`config.mk`:
```
export PLATFORM = sky130hd
export DESIGN_NAME = sum_scheduler
export DESIGN_NICKNAME = d
export VERILOG_FILES = /design/src/rtl/sum_scheduler.sv
export SDC_FILE = /design/constraint.sdc
export NUM_CORES = 1
export LEC_CHECK = 0
export CAP_MARGIN = 20
export CORE_MARGIN = 4
export CORE_UTILIZATION = 50
export CTS_BUF_LIST = sky130_fd_sc_hd__clkbuf_4
export CTS_CLUSTER_DIAMETER = 80
export DETAILED_ROUTE_END_ITERATION = 16
export PLACE_DENSITY = 0.91
export SYNTH_ARGS = -nofsm -noshare
export SYNTH_HDL_FRONTEND = slang
export SYNTH_SLANG_ARGS = --single-unit
```
`constraint.sdc`:
```
create_clock -name clk -period 4.8 [get_ports clk]
set_input_delay 0.48 -clock clk [delete_from_list [all_inputs] [get_ports clk]]
set_output_delay 0.48 -clock clk [all_outputs]
set_load 0.02 [all_outputs]
```
`src/rtl/sum_scheduler.sv`:
```
// sum_scheduler: two-channel block-mean accumulator sharing one external
// 20+20->21 adder. Samples are granted round-robin, one per cycle, while the
// block is running; every 2**LOG2N accepted samples of a channel produce one
// mean on the m_* handshake.
// Build option: define SUM_SAT_EN to saturate accumulation at 20'hFFFFF and
// record a sticky per-channel overflow flag; otherwise sums wrap and ovf is 0.
module sum_scheduler #(
    parameter int LOG2N = 4
) (
    input  logic        clk,
    input  logic        rst_n,
    input  logic        start,
    input  logic        stop,
    input  logic [19:0] s0_data,
    input  logic        s0_valid,
    output logic        s0_ready,
    input  logic [19:0] s1_data,
    input  logic        s1_valid,
    output logic        s1_ready,
    output logic [19:0] add_a,
    output logic [19:0] add_b,
    input  logic [20:0] add_s,
    output logic [19:0] m_data,
    output logic        m_ch,
    output logic        m_valid,
    input  logic        m_ready,
    output logic        busy,
    output logic [1:0]  ovf
);

    typedef enum logic [1:0] {
        ST_IDLE  = 2'd0,
        ST_RUN   = 2'd1,
        ST_DRAIN = 2'd2
    } state_t;

    state_t           r_state;
    state_t           w_state_next;

    logic [19:0]      r_acc [2];
    logic [LOG2N-1:0] r_cnt [2];
    logic             r_ptr;
    logic [19:0]      r_m_data;
    logic             r_m_ch;
    logic             r_m_valid;

    logic [1:0]       w_valid;
    logic [19:0]      w_data [2];
    logic [1:0]       w_last;
    logic [1:0]       w_elig;
    logic [1:0]       w_grant;
    logic             w_gch;
    logic             w_accept;
    logic             w_done;
    logic             w_out_block;
    logic             w_out_fire;
    logic             w_enter_run;
    logic             w_stop_run;
    logic [19:0]      w_result;

    assign w_valid[0] = s0_valid;
    assign w_valid[1] = s1_valid;
    assign w_data[0]  = s0_data;
    assign w_data[1]  = s1_data;

    // Output slot is stuck when a result waits and the sink refuses it.
    assign w_out_block = r_m_valid & ~m_ready;
    assign w_out_fire  = r_m_valid & m_ready;
    assign w_stop_run  = (r_state == ST_RUN) && stop;

    // A channel about to complete a block may only go when the output slot
    // will be free this cycle; otherwise its completion would be lost.
    genvar gi;
    generate
        for (gi = 0; gi < 2; gi++) begin : g_ch
            assign w_last[gi] = (r_cnt[gi] == {LOG2N{1'b1}});
            assign w_elig[gi] = (r_state == ST_RUN) && w_valid[gi]
                                && !(w_last[gi] && w_out_block);
        end
    endgenerate

    // Round-robin arbiter: pointer channel wins a tie, otherwise whoever is eligible.
    always_comb begin
        w_grant = 2'b00;
        w_gch   = 1'b0;
        if (w_elig[0] && w_elig[1]) begin
            w_gch          = r_ptr;
            w_grant[r_ptr] = 1'b1;
        end else if (w_elig[0]) begin
            w_gch      = 1'b0;
            w_grant[0] = 1'b1;
        end else if (w_elig[1]) begin
            w_gch      = 1'b1;
            w_grant[1] = 1'b1;
        end
    end

    assign w_accept = |w_grant;
    assign w_done   = w_accept && w_last[w_gch];
    assign s0_ready = w_grant[0];
    assign s1_ready = w_grant[1];
    assign add_a    = w_accept ? r_acc[w_gch]  : 20'd0;
    assign add_b    = w_accept ? w_data[w_gch] : 20'd0;

`ifdef SUM_SAT_EN
    logic [1:0] r_ovf;

    // Clamp the shared adder result when it carries out.
    always_comb begin
        w_result = add_s[19:0];
        if (add_s[20]) begin
            w_result = 20'hFFFFF;
        end
    end

    // Sticky overflow per channel, cleared only when a new run begins.
    always_ff @(posedge clk) begin
        if (!rst_n) begin
            r_ovf <= 2'b00;
        end else if (w_enter_run) begin
            r_ovf <= 2'b00;
        end else if (w_accept && add_s[20]) begin
            r_ovf[w_gch] <= 1'b1;
        end
    end

    assign ovf = r_ovf;
`else
    logic w_unused_carry;

    // Plain wrap-around accumulation; the carry out is deliberately dropped.
    always_comb begin
        w_result = add_s[19:0];
    end

    assign w_unused_carry = add_s[20];
    assign ovf            = 2'b00;
`endif

    // Control state register.
    always_ff @(posedge clk) begin
        if (!rst_n) begin
            r_state <= ST_IDLE;
        end else begin
            r_state <= w_state_next;
        end
    end

    // Next-state logic: start beats stop in IDLE; DRAIN waits for the output slot to empty.
    always_comb begin
        w_state_next = r_state;
        w_enter_run  = 1'b0;
        unique case (r_state)
            ST_IDLE: begin
                if (start) begin
                    w_state_next = ST_RUN;
                    w_enter_run  = 1'b1;
                end
            end
            ST_RUN: begin
                if (stop) begin
                    w_state_next = ST_DRAIN;
                end
            end
            ST_DRAIN: begin
                if (!r_m_valid || m_ready) begin
                    w_state_next = ST_IDLE;
                end
            end
            default: begin
                w_state_next = ST_IDLE;
            end
        endcase
    end

    assign busy = (r_state != ST_IDLE);

    // Accumulators and block counters; a new run or a stop throws partial blocks away.
    always_ff @(posedge clk) begin
        for (int c = 0; c < 2; c++) begin
            if (!rst_n || w_enter_run || w_stop_run) begin
                r_acc[c] <= 20'd0;
                r_cnt[c] <= '0;
            end else if (w_grant[c]) begin
                if (w_last[c]) begin
                    r_acc[c] <= 20'd0;
                    r_cnt[c] <= '0;
                end else begin
                    r_acc[c] <= w_result;
                    r_cnt[c] <= r_cnt[c] + 1'b1;
                end
            end
        end
    end

    // Fairness pointer hands priority to the channel that was not just served.
    always_ff @(posedge clk) begin
        if (!rst_n) begin
            r_ptr <= 1'b0;
        end else if (w_accept) begin
            r_ptr <= ~w_gch;
        end
    end

    // Result register: a completion reloads it even while the old result is being taken.
    always_ff @(posedge clk) begin
        if (!rst_n) begin
            r_m_data  <= 20'd0;
            r_m_ch    <= 1'b0;
            r_m_valid <= 1'b0;
        end else if (w_done) begin
            r_m_data  <= w_result >> LOG2N;
            r_m_ch    <= w_gch;
            r_m_valid <= 1'b1;
        end else if (w_out_fire) begin
            r_m_valid <= 1'b0;
        end
    end

    assign m_data  = r_m_data;
    assign m_ch    = r_m_ch;
    assign m_valid = r_m_valid;

endmodule
```
==> results of run 1 <==
flip-flops by register name (all words and copies together), names as in the netlist:
register  cells
m_valid       1
m_data       16
r_acc        40
r_cnt         8
r_state       2
r_ptr         1
m_ch          1
cells in the mapped netlist (2+ instances only):
cell / count / area, µm²
xor2_1: 2 / 17.5
buf_4: 6 / 45.0
edfxtp_1: 48 / 1440
buf_6: 6 / 67.6
mux2i_1: 57 / 571
nand3_1: 4 / 20.0
and3_1: 24 / 150
nand2_1: 94 / 353
a21oi_1: 4 / 20.0
nor3_1: 2 / 10.0
a21boi_1: 2 / 15.0
nor2_1: 26 / 97.6
dfxtp_1: 21 / 420
clkbuf_1: 15 / 56.3
inv_1: 41 / 154
nand2b_1: 3 / 18.8
buf_2: 2 / 10.0
ha_1: 2 / 25.0
and2_1: 2 / 12.5
xnor2_1: 2 / 17.5
final cells by class:
class,count,area [µm²]
clock inverters,7,88.8
inverters,41,154
well taps,99,124
repair buffers,134,1340
clock buffers,9,67.6
fillers,495,2040
multi-input cells,247,1540
flip-flops and latches,69,1860
worst min path at each step:
stage / endpoint / start / slack [ns] / cells after the start
after floorplan: r_ptr / r_ptr / 0.47 / 1
after global placement: m_data[3] / m_data[3] / 0.44 / 2
after detailed placement: m_data[6] / m_data[6] / 0.46 / 2
after CTS: m_data[3] / m_data[3] / 0.48 / 2
after global routing: m_data[7] / m_data[7] / 0.50 / 2
final: m_data[8] / m_data[8] / 0.47 / 2
power by group through the flow:
stage / combinational, mW / sequential [mW] / clock [mW]
global placement: 0.226 / 0.699 / 0
detailed placement: 0.233 / 0.702 / 0
floorplan: 0.119 / 0.697 / 0
finish: 0.237 / 0.688 / 0.414
CTS: 0.235 / 0.688 / 0.416
global route: 0.255 / 0.691 / 0.448
layer usage:
layer / vias to the layer above / part of all wire (%) / wire length (µm)
met5: - / 0 / 0
met4: 0 / 0.98 / 92
met3: 9 / 11 / 1050
met2: 162 / 50 / 4700
met1: 1412 / 38 / 3590
li1: 1487 / - / -
critical path, stage by stage, from the launching register on:
cell and delay (ns):
edfxtp_1 0.44, ha_1 0.26, and3_1 0.23, a21oi_2 0.21, a21boi_4 0.19, buf_4 0.55
mux2i_1 0.31, clkdlybuf4s50_1 0.64
kinds of logic after synthesis:
| kind of cell | Yosys count |
|---|---|
| xor gates and xnor gates | 4 |
| DFF | 69 |
| adders and majority gates | 2 |
| AOI/OAI and AO/OA | 16 |
| and+or+nand+nor | 162 |
| buffers and inverters | 70 |
| other | 1 |
| muxes | 57 |
==> qor_table.md, run 1 <==
| Stage | Item | Reported |
|:---|:---|:---|
| cts | Clk sink count | 69 |
| cts | CTS tree | built |
| global routing | Global routing's busiest layer | met2 |
| power and ir drop | Peak ir drop on the vdd network | 0.000269 V |
| yosys | Post-synth EDFFs | 48 |
| timing | Worst Clk Skew | 0.0137 ns |
| setup path | Nature of the critical path startpoint | register |
| cts | H-tree depth reported by CTS | 3 |
| yosys | Most common flop cell mapped by yosys | edfxtp_1 |
| global routing | Global routing met1 resource utilization | 26.8% |
| timing | Sum of negative setup slack | 0 ns |
| setup path | Startpoint of the worst register-to-register path | r_cnt[1][0] |
| cts | Worst-path clk slew | 0.11 ns |
| setup path | Worst endpoint required time | 4.32 ns |
| floorplan | Floorplan die width | 94.0 µm |
| setup path | Start-to-end type of the worst setup path | register to primary output |
| cts | Post-CTS setup buffers | 0 |
| setup path | Depth of the worst register-to-register path | 7 |
| route | Number of violations reported at the end of detailed-routing iteration 0 | 229 |
| setup path | Critical path capture point | add_a[17] |
| yosys | Register bit count reported by yosys | 69 |
| route | First-pass iteration count of the detailed router | 4 |
| cts | CTS root buffer | clkbuf_4 |
| global routing | First-pass GRT wire length | 14.8 mm |
| timing | Final worst path period share | 77.9% |
| setup path | Max FO, Critical Path | 42 |
| route | Drt via density | 5.07 |
| global routing | GR met2 Demand/Resource | 36.0% |
| yosys | Proportion of synthesized chip area in sequential cells | 50.4% |
| yosys | Synthesized-area fraction occupied by and/or/nand/nor cells | 19.5% |
| route | Wire length per cell after detailed routing | 15.6 µm |
| timing | Count of endpoints failing hold in the final timing report | 0 |
| final layout | Commonest non-fill, non-tap cell in the layout | clkdlybuf4s50_1 |
| global routing | Maximum number of pins on one net before global-route repair | 43 |
| route | Detail Route Antenna Nets | 0 |
| floorplan | Total Die Area | 8830 µm² |
| run status | Status | completed |
| cts | Hold-fix buffer count after cts | 0 |
| final layout | Growth of design area from synthesis to finish | 40.1% |
| yosys | Post-synthesis adder-cell area fraction | 0.677% |
| power and ir drop | Clock network fraction of total power | 30.9% |
| yosys | Compound-Gate Fraction of Synth Area | 4.03% |
| power and ir drop | Power per Cell Area | 259 nW/µm² |
| yosys | Mux share of post-synthesis cell area | 15.4% |
| timing | Headroom to the max-slew limit | 41.1% |
| worst hold path | Class of the tightest hold or removal check | register to register |
| placement | Gpl congestion | 0.794 |
| timing | Total of endpoints with negative setup slack in the final report | 0 |
| floorplan | Height of the die | 94.0 µm |
| yosys | Ys async rst share | 0% |
| placement | Port buffer count | 127 |
| final layout | Final-stage net count | 572 |
| power and ir drop | Design internal power | 1.00 mW |
| global routing | Vias in the first global route | 3033 |
| final layout | Final non-filler cell total | 606 |
| setup path | Reg-to-reg slack, setup | 1.76 ns |
| power and ir drop | Combinational cell fraction of total power | 17.7% |
| route | Remaining design rule violation count | 0 |
| placement | Placement-stage cell area | 4990 µm² |
| power and ir drop | LEAKAGE | 2.23 nW |
| power and ir drop | Reg power frac | 51.3% |
| global routing | Aggregate global routing overflow | 0 |
| placement | HPWL Detailed | 6.74 mm |
| final layout | Share of final-layout standard cells stronger than drive strength 1 | 6.11% |
| run | Max-capacitance violation count | 0 |
| global routing | Met3 layer usage reported by global route | 4.25% |
| timing | Final WS setup | 1.06 ns |
| placement | Cell count after placement | 589 |
| global routing | Initial antenna violation count | 0 |
| floorplan | Std-Cell Rows | 31 |
| setup path | Startpoint of the most critical setup path | r_cnt[1][0] |
| global routing | Global-route total usage across every layer | 21.3% |
| floorplan | Top-Level Pins | 135 |
| floorplan | Starting utilization of the core area | 51.2% |
| yosys | Synthesized-area fraction occupied by xor and xnor cells | 0.948% |
| final layout | Diodes inserted | 0 |
| yosys | Number of warnings reported in the yosys synthesis log | 0 |
| timing | Max-slew violations | 0 |
| final layout | Final core utilization | 71.8% |
| yosys | Largest family of logic cells by synthesized area | simple AND/OR/NAND/NOR gates |
| yosys | Gate count of the mapped netlist | 381 |
| final layout | Post-route design area | 5180 µm² |
| yosys | Post-Synthesis Cell Area | 3700 µm² |
| setup path | Reg-to-reg critical path endpoint | r_acc[1][10] |
| yosys | Post-synthesis cell type count | 38 |
| cts | Clk_lat worst skew | 0.40 ns |
| timing | Transition time at the pin with the least slew margin | 0.881 ns |
| power and ir drop | Switching fraction of total power | 25.3% |
| placement | Pre-CTS worst setup slack | 1.08 ns |
| timing | Unrepaired setup endpoints after global routing | false |
| timing | Max Freq | 0.267 GHz |
| route | Total wire length after detailed routing | 9.43 mm |
| timing | Hold slack final | 0.474 ns |
| cts | Number of buffers created by CTS | 9 |
| timing | Final Critical Period | 3.74 ns |
| floorplan | Area of the placeable core | 7210 µm² |
| final layout | Highest-count cells in the layout ignoring fill and taps | clkdlybuf4s50_1, nand2_1, mux2i_1 |
| setup path | Endpoint class of the critical path | primary output |
| power and ir drop | Total net switching power | 0.338 mW |
| cts | Longest Clk Path Bufs | 2 |
| cts | Count of cells resized by post-cts repair | 0 |
| power and ir drop | Overall Power | 1.34 mW |
| yosys | Mapped Avg Cell Area | 9.70 µm² |
| setup path | Signal arrival time at the worst endpoint | 3.26 ns |
| route | Total vias in the final route | 3070 |
(Power assumes the default switching activity.)
==> inputs of run 2 (changes only) <==
--- a/config.mk
+++ b/config.mk
@@ -7,11 +7,11 @@
 export LEC_CHECK = 0
 export CAP_MARGIN = 20
 export CORE_MARGIN = 4
-export CORE_UTILIZATION = 50
+export CORE_UTILIZATION = 42
 export CTS_BUF_LIST = sky130_fd_sc_hd__clkbuf_4
 export CTS_CLUSTER_DIAMETER = 80
 export DETAILED_ROUTE_END_ITERATION = 16
-export PLACE_DENSITY = 0.91
+export PLACE_DENSITY = 0.82
 export SYNTH_ARGS = -nofsm -noshare
 export SYNTH_HDL_FRONTEND = slang
 export SYNTH_SLANG_ARGS = --single-unit
==> constraint.sdc (replaced) <==
create_clock -name clk -period 3.27 [get_ports clk]
set_input_delay 0.327 -clock clk [delete_from_list [all_inputs] [get_ports clk]]
set_output_delay 0.327 -clock clk [all_outputs]
set_load 0.02 [all_outputs]
==> qor_table.md, run 2 (synthesis gave the netlist of run 1 again) <==
| Stage | Item | Reported |
|:---|:---|:---|
| setup path | Endpoint class of the critical path | primary output |
| setup path | Startpoint of the worst register-to-register path | r_cnt[0][0] |
| power and ir drop | LEAKAGE | 2.52 nW |
| floorplan | Floorplan die width | 102 µm |
| global routing | Initial antenna violation count | 1 |
| worst hold path | Worst hold path stage count | 2 |
| setup path | Cell at the slowest stage of the critical path | edfxtp_1 |
| global routing | Global-route total usage across every layer | 17.9% |
| floorplan | Area of the placeable core | 8380 µm² |
| route | Remaining design rule violation count | 0 |
| setup path | Worst endpoint required time | 2.94 ns |
| final layout | Commonest non-fill, non-tap cell in the layout | nand2_1 |
| cts | Number of buffers created by CTS | 9 |
| final layout | Largest register FFs | 40 |
| worst hold path | Worst min-delay path endpoint | m_data[9] |
| setup path | Max FO, Critical Path | 22 |
| cts | Clk_lat worst skew | 0.41 ns |
| final layout | Final core utilization | 62.1% |
| setup path | Buffers & Inverters on Critical Path | 3 |
| final layout | Register with the most flip-flops | r_acc |
| timing | Max Freq | 0.319 GHz |
| placement | Port buffer count | 127 |
| power and ir drop | Peak ir drop on the vdd network | 0.000231 V |
| setup path | Slowest cell delay on critical path | 0.44 ns |
| route | Total vias in the final route | 3034 |
| final layout | Final non-filler cell total | 619 |
| timing | Transition time at the pin with the least slew margin | 0.623 ns |
| final layout | Highest-count cells in the layout ignoring fill and taps | nand2_1, clkdlybuf4s50_1, mux2i_1 |
| route | Total wire length after detailed routing | 9.32 mm |
| cts | Clk sink count | 69 |
| power and ir drop | Reg power frac | 53.7% |
| worst hold path | Launch point of the worst hold path | m_data[9] |
| setup path | Kind of cell adding the most delay to the critical path | buffers and inverters |
| power and ir drop | Clock network fraction of total power | 28.5% |
| power and ir drop | Total net switching power | 0.496 mW |
| run | Max-capacitance violation count | 0 |
| floorplan | Top-Level Pins | 135 |
| placement | Gpl congestion | 0.850 |
| power and ir drop | Combinational cell fraction of total power | 17.8% |
| setup path | Depth of the worst register-to-register path | 7 |
| floorplan | Total Die Area | 10400 µm² |
| floorplan | Std-Cell Rows | 33 |
| setup path | Signal arrival time at the worst endpoint | 2.81 ns |
| global routing | Aggregate global routing overflow | 0 |
| timing | Worst Clk Skew | 0.0188 ns |
| cts | H-tree depth reported by CTS | 3 |
| setup path | Reg-to-reg slack, setup | 1.06 ns |
| route | Number of violations reported at the end of detailed-routing iteration 0 | 117 |
| timing | Max-slew violations | 0 |
| power and ir drop | Switching fraction of total power | 26.4% |
| cts | Hold-fix buffer count after cts | 0 |
| timing | Final worst path period share | 96.0% |
| run status | Status | completed |
| cts | CTS tree | built |
| final layout | Share of final-layout standard cells stronger than drive strength 1 | 7.80% |
| final layout | Growth of design area from synthesis to finish | 40.8% |
| power and ir drop | Design internal power | 1.38 mW |
| global routing | First-pass GRT wire length | 14.4 mm |
| setup path | Crit-path cells | ha_1 > and3_1 > a21oi_2 > a21boi_4 > buf_4 > buf_12 > mux2i_1 > dlygate4sd2_1 |
| floorplan | Height of the die | 102 µm |
| route | Drt via density | 4.90 |
| setup path | Nature of the critical path startpoint | register |
| floorplan | Starting utilization of the core area | 44.1% |
| timing | Headroom to the max-slew limit | 58.5% |
| timing | Total of endpoints with negative setup slack in the final report | 0 |
| timing | Sum of negative setup slack | 0 ns |
| global routing | Maximum number of pins on one net before global-route repair | 43 |
| setup path | Start-to-end type of the worst setup path | register to primary output |
| cts | Longest Clk Path Bufs | 2 |
| placement | Cell count after placement | 601 |
| cts | CTS root buffer | clkbuf_4 |
| final layout | Final-stage net count | 578 |
| worst hold path | Class of the tightest hold or removal check | register to register |
| timing | Count of endpoints failing hold in the final timing report | 0 |
| route | Wire length per cell after detailed routing | 15.0 µm |
| placement | Placement-stage cell area | 5080 µm² |
| route | Detail Route Antenna Nets | 0 |
| placement | HPWL Detailed | 7.00 mm |
| cts | Worst-path clk slew | 0.12 ns |
| setup path | Reg-to-reg critical path endpoint | r_cnt[0][3] |
| route | First-pass iteration count of the detailed router | 4 |
| power and ir drop | Power per Cell Area | 361 nW/µm² |
| timing | Final Critical Period | 3.14 ns |
| final layout | Post-route design area | 5200 µm² |
| power and ir drop | Overall Power | 1.88 mW |
| global routing | Vias in the first global route | 3080 |
run 2: cell count changes in the layout (fill, tap and decap cells not counted), sizes merged, moves of 2 or more:
cell           previous run  this run
clkdlybuf4s50           127        86
dlygate4sd2               0        29
buf                       7        16
dlymetal6s2s              0         8
clkinv                    3         5
run 2: worst min-delay path: cells and delay by family, from the launching register on:
family | cells | cell delay [ns]
DFF | 1 | 0.33
muxes | 1 | 0.05
and+or+nand+nor | 1 | 0.05
run 2: layout make-up:
class / instances / area [µm²]
multi-input cells: 247 / 1540
diodes: 1 / 2.50
fillers: 699 / 3180
repair buffers: 140 / 1380
flip-flops and latches: 69 / 1860
clock buffers: 9 / 67.6
inverters: 41 / 154
clock inverters: 7 / 66.3
well taps: 105 / 131
run 2: routing by layer:
metal	vias to the layer above	track usage, %	wire, µm
li1	1501	-	-
met1	1390	20.5	3730
met2	136	31.4	4510
met3	7	3.89	954
met4	0	9.18	121
met5	-	0	0
run 2: timing repair:
action,4_1_cts,5_1_grt
buffers inserted,1,0
resized for setup,30,9
setup endpoints to repair,36,9
run 2: stage by stage:
step	worst slack [ns]	hold WS, ns
global placement	0.216	0.446
CTS	0.0364	0.474
finish	0.132	0.469
global route	-0.00284	0.493
detailed placement	0.148	0.458
floorplan	0.874	0.466
run 2: worst max-delay path by stage:
stage | slack [ns] | cells past startpoint | start | end
after global placement | 0.22 | 7 | m_ready | add_b[6]
after floorplan | 0.87 | 6 | r_cnt[1][0] | r_acc[1][0]
final | 0.13 | 8 | r_cnt[1][0] | add_b[11]
after CTS | 0.04 | 7 | r_cnt[1][0] | add_a[15]
after detailed placement | 0.15 | 7 | m_ready | add_b[7]
after global routing | -0.003 | 8 | r_cnt[1][0] | add_b[0]
run 2: power groups by stage:
stage / clock network, mW / registers, mW / logic, mW
floorplan: 0 / 1.02 / 0.175
global placement: 0 / 1.03 / 0.344
detailed placement: 0 / 1.03 / 0.352
CTS: 0.546 / 1.01 / 0.339
global route: 0.576 / 1.01 / 0.364
finish: 0.535 / 1.01 / 0.334
